## src/rtl/dynamic_output_arbiter.sv

```systemverilog
// Output-port wormhole arbiter: round-robin packet selection, crossbar select
// hold for the whole packet, and downstream credit accounting.
module dynamic_output_arbiter #(
    parameter int LEN_WIDTH = 8,
    parameter int CREDITS   = 4
) (
    input  logic                   clk,
    input  logic                   reset,
    input  logic [7:0]             req,
    input  logic [8*LEN_WIDTH-1:0] len_in,
    input  logic [7:0]             valid,
    input  logic                   credit_return,
    output logic [2:0]             sel,
    output logic                   out_valid,
    output logic [7:0]             grant,
    output logic                   busy,
    output logic [3:0]             credit_cnt
);

    typedef enum logic {IDLE, XFER} stateType;

    localparam logic [LEN_WIDTH:0] ONE        = (LEN_WIDTH+1)'(1);
    localparam logic [3:0]         CREDIT_MAX = 4'(CREDITS);

    stateType             state, stateNext;
    logic [2:0]           ptr, ptrNext, selNext, winner, idx;
    logic                 found, transfer;
    logic [LEN_WIDTH:0]   remaining, remainingNext;
    logic [3:0]           creditNext;

    // Round-robin search starting at ptr, wrapping from input 7 back to 0.
    always_comb begin
        winner = ptr;
        found  = 1'b0;
        idx    = '0;
        for (int k = 0; k < 8; k++) begin
            idx = ptr + 3'(k);
            if (!found && req[idx]) begin
                winner = idx;
                found  = 1'b1;
            end
        end
    end

    always_comb begin
        transfer      = (state == XFER) && valid[sel] && (credit_cnt != 4'd0);
        out_valid     = transfer;
        grant         = transfer ? (8'b1 << sel) : 8'b0;
        stateNext     = state;
        selNext       = sel;
        ptrNext       = ptr;
        remainingNext = remaining;
        case (state)
            IDLE: begin
                if (found) begin
                    stateNext     = XFER;
                    selNext       = winner;
                    ptrNext       = winner + 3'd1;
                    remainingNext = (LEN_WIDTH+1)'(len_in[winner*LEN_WIDTH +: LEN_WIDTH]) + ONE;
                end
            end
            XFER: begin
                if (transfer) begin
                    remainingNext = remaining - ONE;
                    if (remaining == ONE)
                        stateNext = IDLE;
                end
            end
            default: stateNext = IDLE;
        endcase
    end

    // A return and a transfer in the same cycle cancel; returns saturate at the buffer depth.
    always_comb begin
        creditNext = credit_cnt;
        if (credit_return && !transfer)
            creditNext = (credit_cnt == CREDIT_MAX) ? credit_cnt : credit_cnt + 4'd1;
        else if (transfer && !credit_return)
            creditNext = credit_cnt - 4'd1;
    end

    always_ff @(posedge clk) begin
        if (reset) begin
            state      <= IDLE;
            sel        <= 3'd0;
            ptr        <= 3'd0;
            remaining  <= '0;
            credit_cnt <= CREDIT_MAX;
        end else begin
            state      <= stateNext;
            sel        <= selNext;
            ptr        <= ptrNext;
            remaining  <= remainingNext;
            credit_cnt <= creditNext;
        end
    end

    assign busy = (state == XFER);

`ifndef SYNTHESIS
    // Downstream returned a credit it was never given.
    always_ff @(posedge clk) begin
        assert (reset || !(credit_return && !transfer && credit_cnt == CREDIT_MAX))
            else $error("credit_return while credit counter already full");
    end
`endif

endmodule

```

## config.mk

```make
export PLATFORM = sky130hd
export DESIGN_NAME = dynamic_output_arbiter
export DESIGN_NICKNAME = d
export VERILOG_FILES = /design/src/rtl/dynamic_output_arbiter.sv
export SDC_FILE = /design/constraint.sdc
export NUM_CORES = 1
export LEC_CHECK = 0
export CAP_MARGIN = 20
export CORE_MARGIN = 2
export CORE_UTILIZATION = 30
export CTS_BUF_LIST = sky130_fd_sc_hd__clkbuf_16
export CTS_CLUSTER_DIAMETER = 60
export DETAILED_ROUTE_END_ITERATION = 8
export PLACE_DENSITY = 0.64
export SETUP_SLACK_MARGIN = 0.1
export SLEW_MARGIN = 20
export SYNTH_ARGS = -nofsm -noshare
export SYNTH_HDL_FRONTEND = slang
export SYNTH_SLANG_ARGS = --single-unit
export TNS_END_PERCENT = 50
```

## constraint.sdc

```tcl
create_clock -name clk -period 15.9 [get_ports clk]
set_clock_uncertainty 0.1 [all_clocks]
set_input_delay 2.385 -clock clk [delete_from_list [all_inputs] [get_ports clk]]
set_output_delay 2.385 -clock clk [all_outputs]
set_load 0.03 [all_outputs]
```

-- Word level (Yosys, flattened, before mapping)
Index checks and enable logic that the tools add are counted.
- output and inout bits: 17
- logic and storage cells: 103
- bits in registers: 20
- bitwise gates (word level): 1
- reduce and logical (&&, ||, !) cells: 25
- shift operators: 2
- add/subtract/negate cells: 12
- muxes and demuxes: 44
- equality and inequality tests: 5
- magnitude comparators: 9
- operator list (operator ; number):
    64-bit by 7-bit variable part select with 8-bit output ; 1
    3-bit by 4-bit less-than comparator with 1-bit output (second input constant) ; 9
    1-bit binary-select mux with 3-bit select ; 9
    3-bit two-way mux ; 7
    1-bit two-way mux ; 20
    9-bit two-way mux ; 2
    9-bit case mux with 2 select lines ; 1
    3-bit adder (second input constant) ; 4
    4-bit two-way mux ; 3
    1-bit logical AND ; 11
    8-bit by 1-bit adder with 9-bit output (second input constant) ; 1
    9-bit by 1-bit equality test with 1-bit output (second input constant) ; 1
    1-bit logical NOT ; 9
    9-bit by 1-bit subtractor with 9-bit output (second input constant) ; 1
    8-bit two-way mux ; 1
    1-bit by 3-bit << shifter with 8-bit output (first input constant) ; 1
    3-bit by 1-bit adder with 3-bit output (second input constant) ; 2
    3-bit by 2-bit adder with 3-bit output (second input constant) ; 2
    2-bit AND reduction ; 3
    4-bit by 1-bit adder with 4-bit output (second input constant) ; 1
    4-bit by 3-bit equality test with 1-bit output (second input constant) ; 1
    2-bit inequality test (second input constant) ; 2
    4-bit nonzero test ; 1
    4-bit by 1-bit subtractor with 4-bit output (second input constant) ; 1
    other kinds (4) ; 4

-- Longest topological paths before layout
- depth in word-level cells: 28
- gate-level depth with buffers: 22

-- Worst setup path before layout
Ideal clock, no wire load.
- path kind: input to output
- start: input port valid[5]
- end: output port grant[0]
- data arrival time: 3955 ps
- path slack: 9460 ps
- buffers on the path: 0
- required time: 13415 ps
- cell stages on the path: 6
- cells stage by stage: mux4_2 inv_1 a21oi_1 o21ai_1 or2_2 nor3_1
- cells in the longest elaborated chain, start to end: 5
- ends and longest elaborated chain (item ; RTL line ; text):
    start: declaration ; 11 ; input logic [7:0] valid,
    1-bit binary-select mux with 3-bit select ; 46 ; transfer = (state == XFER) && valid[sel] && (credit_cnt != 4'd0);
    1-bit two-way mux (not written as such) ; 46 ;
    1-bit logical AND (2 in a row) ; 46 ;
    8-bit two-way mux ; 48 ; grant = transfer ? (8'b1 << sel) : 8'b0;
    end: declaration ; 15 ; output logic [7:0] grant,
No other way between the ends. The select of a mux whose other input is x is not followed.

-- Final worst setup path
Ends and elaborated chain as after synthesis.

==> results list <==
- Number of cells traversed by the worst register-to-register path: 16
* Cells resized by post-CTS repair: 0
- The cell that appears most often on the critical path is clkdlybuf4s50_1.
* Fin nets: 554
- Remaining DRCs: 0
- Cells with a size suffix above 1 make up 10.4% of the layout.
- Average wire length per cell after detail routing: 15.0 µm
- Leakage power summed over all cells: 1.53 nW
- After layout, the worst path uses 45.3% of the clock period.
- The tightest min-delay check is of the register to register type.
* Cells along the critical path: clkdlybuf4s50_1 -> mux4_2 -> inv_1 -> a21oi_1 -> o21ai_1 -> or2_2 -> nor3_1 -> clkdlybuf4s50_1
- The repair_antennas step left the layout with diodes totalling 0.
* Clock sink count: 20
- In this run, synthesis inferred 0 flip-flops with an integrated enable.
- After floorplanning, the core was divided into 37 placement rows.
- Origin of the critical flop-to-flop path: ptr[1]$_SDFFE_PP0P_
* Later-pin clock latency in the skew report: 0.25 ns
* Die extent in y: 106 µm
- Number of DRC markers after the initial detailed-route iteration: 277
- Global routing consumed, over all layers together, 15.8% of the routing resources.
* Final critical-path setup slack: 8.70 ns
- Number of antenna violations at the first check in global routing: 0
* Storage element area: 400 µm²
* First-pass GRT wire length: 15.1 mm
- Total setup buffers inserted after CTS: 0
- On the critical path, the stage with the largest delay is an instance of clkdlybuf4s50_1.
- The floorplan step set the die width to 106 µm.
- Data arrival time at the worst-slack endpoint: 4.72 ns
- Pwr per Cell Area: 202 mW/mm²
- After synthesis, flip-flops and latches occupy 12.8% of the total area.
* CTS buffer count: 3
- Share of synthesized registers carrying an async set or reset: 0%
- Top_reg_cell synth: dfxtp_1
- Least-Margin Pin Slew: 1.04 ns
- Worst EP required: 13.41 ns
- The worst path in the final design needs a cycle of 7.20 ns, including I/O delays and setup.
- Crit-path max cell delay: 0.69 ns
- Setup slack on the worst flop-to-flop path: 9.65 ns
* Timing endpoint of the critical path: grant[0]
- TritonCTS built the clock tree.
- Result of the run: complete, no violations
- The final hold violation count was 0.
- Launch point of the critical path: valid[5]
- Counting every instance in the synthesized netlist gives 381.
- The worst register-to-register path ends at remaining[6]$_SDFFE_PP0P_.
* Nature of the critical path startpoint: input pin
- Netlist area before placement: 0.00312 mm²
- Total power draw: 0.000854 W
- Clock slew seen by the registers of the worst setup and hold paths: 0.05 ns
- TritonRoute pass-1 iters: 4
- Initial core utilization: 30.5%
* TNS Setup: 0 ns
* Flip-flop and latch count after synthesis: 20
* Pre-CTS worst setup slack: 8.68 ns
- Dividing the detail-routed via count by the number of cells gives 5.51.
- Clk buf depth: 2
* Sum of routed wire length over all layers: 8.95 mm
- Core Box Area: 0.0102 mm²
* Slew headroom: 30.9%
- CTS built an H-tree with a depth of 1.
* Area used by multi-input combinational logic: 0.00252 mm²
- The number of pins exceeding their max-slew limit in the final report came to 0.
- Detailed placement HPWL: 7.14 mm
* Maximum capacitance violations: 0
* Yosys warns: 0
- Synthesized area per cell: 8.19 µm²
- For this run, the top clock speed supported by timing is 139 MHz.
- Post-route antenna net violation count: 0
* Port Buffers: 99
- Final Wtd Congestion: 0.857
- Hold Path Origin: remaining[3]$_SDFFE_PP0P_
- Largest voltage drop on the vdd net: 0.0000936 V
- Post-Route Hold Slack: 0.411 ns
- Total gr overflow: 0
- Root buffer cell: clkbuf_16
- In this run the worst path has a maximum fanout of 8.
- Filler Cells Inserted: 1009
- RSZ-0062 raised after global routing: false
- Unique cell type count in the Yosys netlist: 83
* Area growth syn-to-layout: 35.6%
- Count of hold buffers inserted by post-cts repair: 0
- Setup Crit Path Kind: input pin to primary output
- Final setup violating endpoints: 0
- Depth of the worst hold-timing path: 2
* Post-synth net total: 473
* Die area: 0.0112 mm²
- Via count of the first global-routing pass: 3211
* Vias post-DR: 3291
- Maximum number of pins on one net before global-route repair: 25
- Critical Path End Type: primary output
- 100 I/O pins were placed.
## registers in the layout (all words and copies together) (netlist names)
signal,count
remaining,9
credit_cnt,4
ptr,3
sel,3
busy,1
## worst min path at each step
stage                                endpoint  slack, ns
floorplan           remaining[3]$_SDFFE_PP0P_       0.38
global placement    remaining[3]$_SDFFE_PP0P_       0.40
detailed placement  remaining[3]$_SDFFE_PP0P_       0.41
CTS                 remaining[3]$_SDFFE_PP0P_       0.42
global route        remaining[1]$_SDFFE_PP0P_       0.45
finish              remaining[3]$_SDFFE_PP0P_       0.41
## worst max-delay path: cells and delay by family
kind / cells / cell delay, ns
AO/OA/AOI/OAI: 2 / 0.39
AND/OR/NAND/NOR: 2 / 0.51
buffers and inverters: 3 / 1.19
multiplexers: 1 / 0.24
## through the flow
| stage | instance area, µm² | util [%] | cells |
|---|---|---|---|
| after detailed placement | 4150 | 40.6 | 593 |
| after global placement | 4150 | 40.6 | 593 |
| after floorplan | 3120 | - | 381 |
| after CTS | 4230 | 41.4 | 597 |
| after global routing | 4230 | 41.4 | 597 |
| final | 4230 | 41.4 | 597 |
## synth_stat cells, types with 2 or more instances
cell | instances | area [µm²]
o41ai_1 | 3 | 26.3
nand2b_1 | 13 | 81.3
mux4_1 | 2 | 52.6
o21bai_1 | 2 | 15.0
mux2_2 | 7 | 78.8
o21ai_0 | 7 | 35.0
inv_1 | 16 | 60.1
buf_6 | 3 | 33.8
and3_1 | 2 | 12.5
nand3_1 | 8 | 40.0
xor2_1 | 6 | 52.6
o31ai_1 | 3 | 22.5
nand2_1 | 33 | 124
a211oi_1 | 15 | 113
or2_2 | 3 | 18.8
o21ai_1 | 4 | 20.0
o22a_1 | 3 | 26.3
a21o_1 | 6 | 45.0
buf_2 | 4 | 20.0
mux2i_1 | 22 | 220
or3_1 | 3 | 18.8
o211ai_1 | 2 | 15.0
nor2_1 | 37 | 139
mux4_2 | 15 | 338
a311oi_1 | 2 | 17.5
a32oi_1 | 3 | 26.3
mux2_1 | 2 | 22.5
nor3b_1 | 3 | 22.5
a31oi_1 | 3 | 18.8
a21oi_1 | 21 | 105
xnor2_1 | 5 | 43.8
nand4_1 | 5 | 31.3
o21a_1 | 2 | 15.0
nor3_1 | 11 | 55.1
and3b_1 | 2 | 17.5
ha_1 | 8 | 100
a2111oi_0 | 7 | 61.3
dfxtp_1 | 20 | 400
a221oi_1 | 4 | 35.0
o22ai_1 | 3 | 18.8
nor2b_1 | 3 | 18.8
nor4_1 | 4 | 25.0
clkbuf_1 | 14 | 52.6
## report_power, final
part,switching (W),internal (W)
logic,0.000386,0.000310
clock network,0.0000188,0.0000335
registers,0.0000373,0.0000687
## layout make-up
cell class / instances / area share [%]
clock buffer: 3 / 1.77
clock inverter: 1 / 0.0887
sequential: 20 / 9.46
inverter: 18 / 1.71
tap: 136 / 4.02
multi-input combinational: 320 / 59.5
timing repair buffer: 99 / 23.4
## routing by layer
| layer | wire length (µm) | up-vias | GRT usage (%) |
|---|---|---|---|
| met3 | 577 | 13 | 1.72 |
| met5 | 0 | - | 0 |
| li1 | - | 1629 | - |
| met4 | 159 | 0 | 4.14 |
| met1 | 4100 | 1521 | 21.3 |
| met2 | 4110 | 128 | 27.1 |
## cells in the final DEF, fill, tap and decap left out, drive strengths merged, types with 12 or more instances in the layout
| master | Yosys | routed |
|---|---|---|
| o21ai | 12 | 12 |
| mux2i | 23 | 23 |
| a21oi | 23 | 23 |
| nand2b | 14 | 14 |
| clkdlybuf4s50 | 0 | 99 |
| nand2 | 34 | 34 |
| mux4 | 17 | 17 |
| nor2 | 39 | 39 |
| a211oi | 15 | 15 |
| inv | 17 | 17 |
| dfxtp | 20 | 20 |
## logic make-up (layout without fill, tap and decap cells)
kind of cell / Yosys count / count (layout) / synth area share [%]
AO/OA/AOI/OAI: 114 / 114 / 28.1
XOR/XNOR: 11 / 11 / 3.09
adder cells (fa/ha/maj): 9 / 9 / 3.85
buffers and inverters: 41 / 121 / 6.46
flip-flops: 20 / 20 / 12.8
multiplexers: 49 / 49 / 23.5
AND/OR/NAND/NOR: 137 / 137 / 22.1
(Power assumes the default switching activity.)
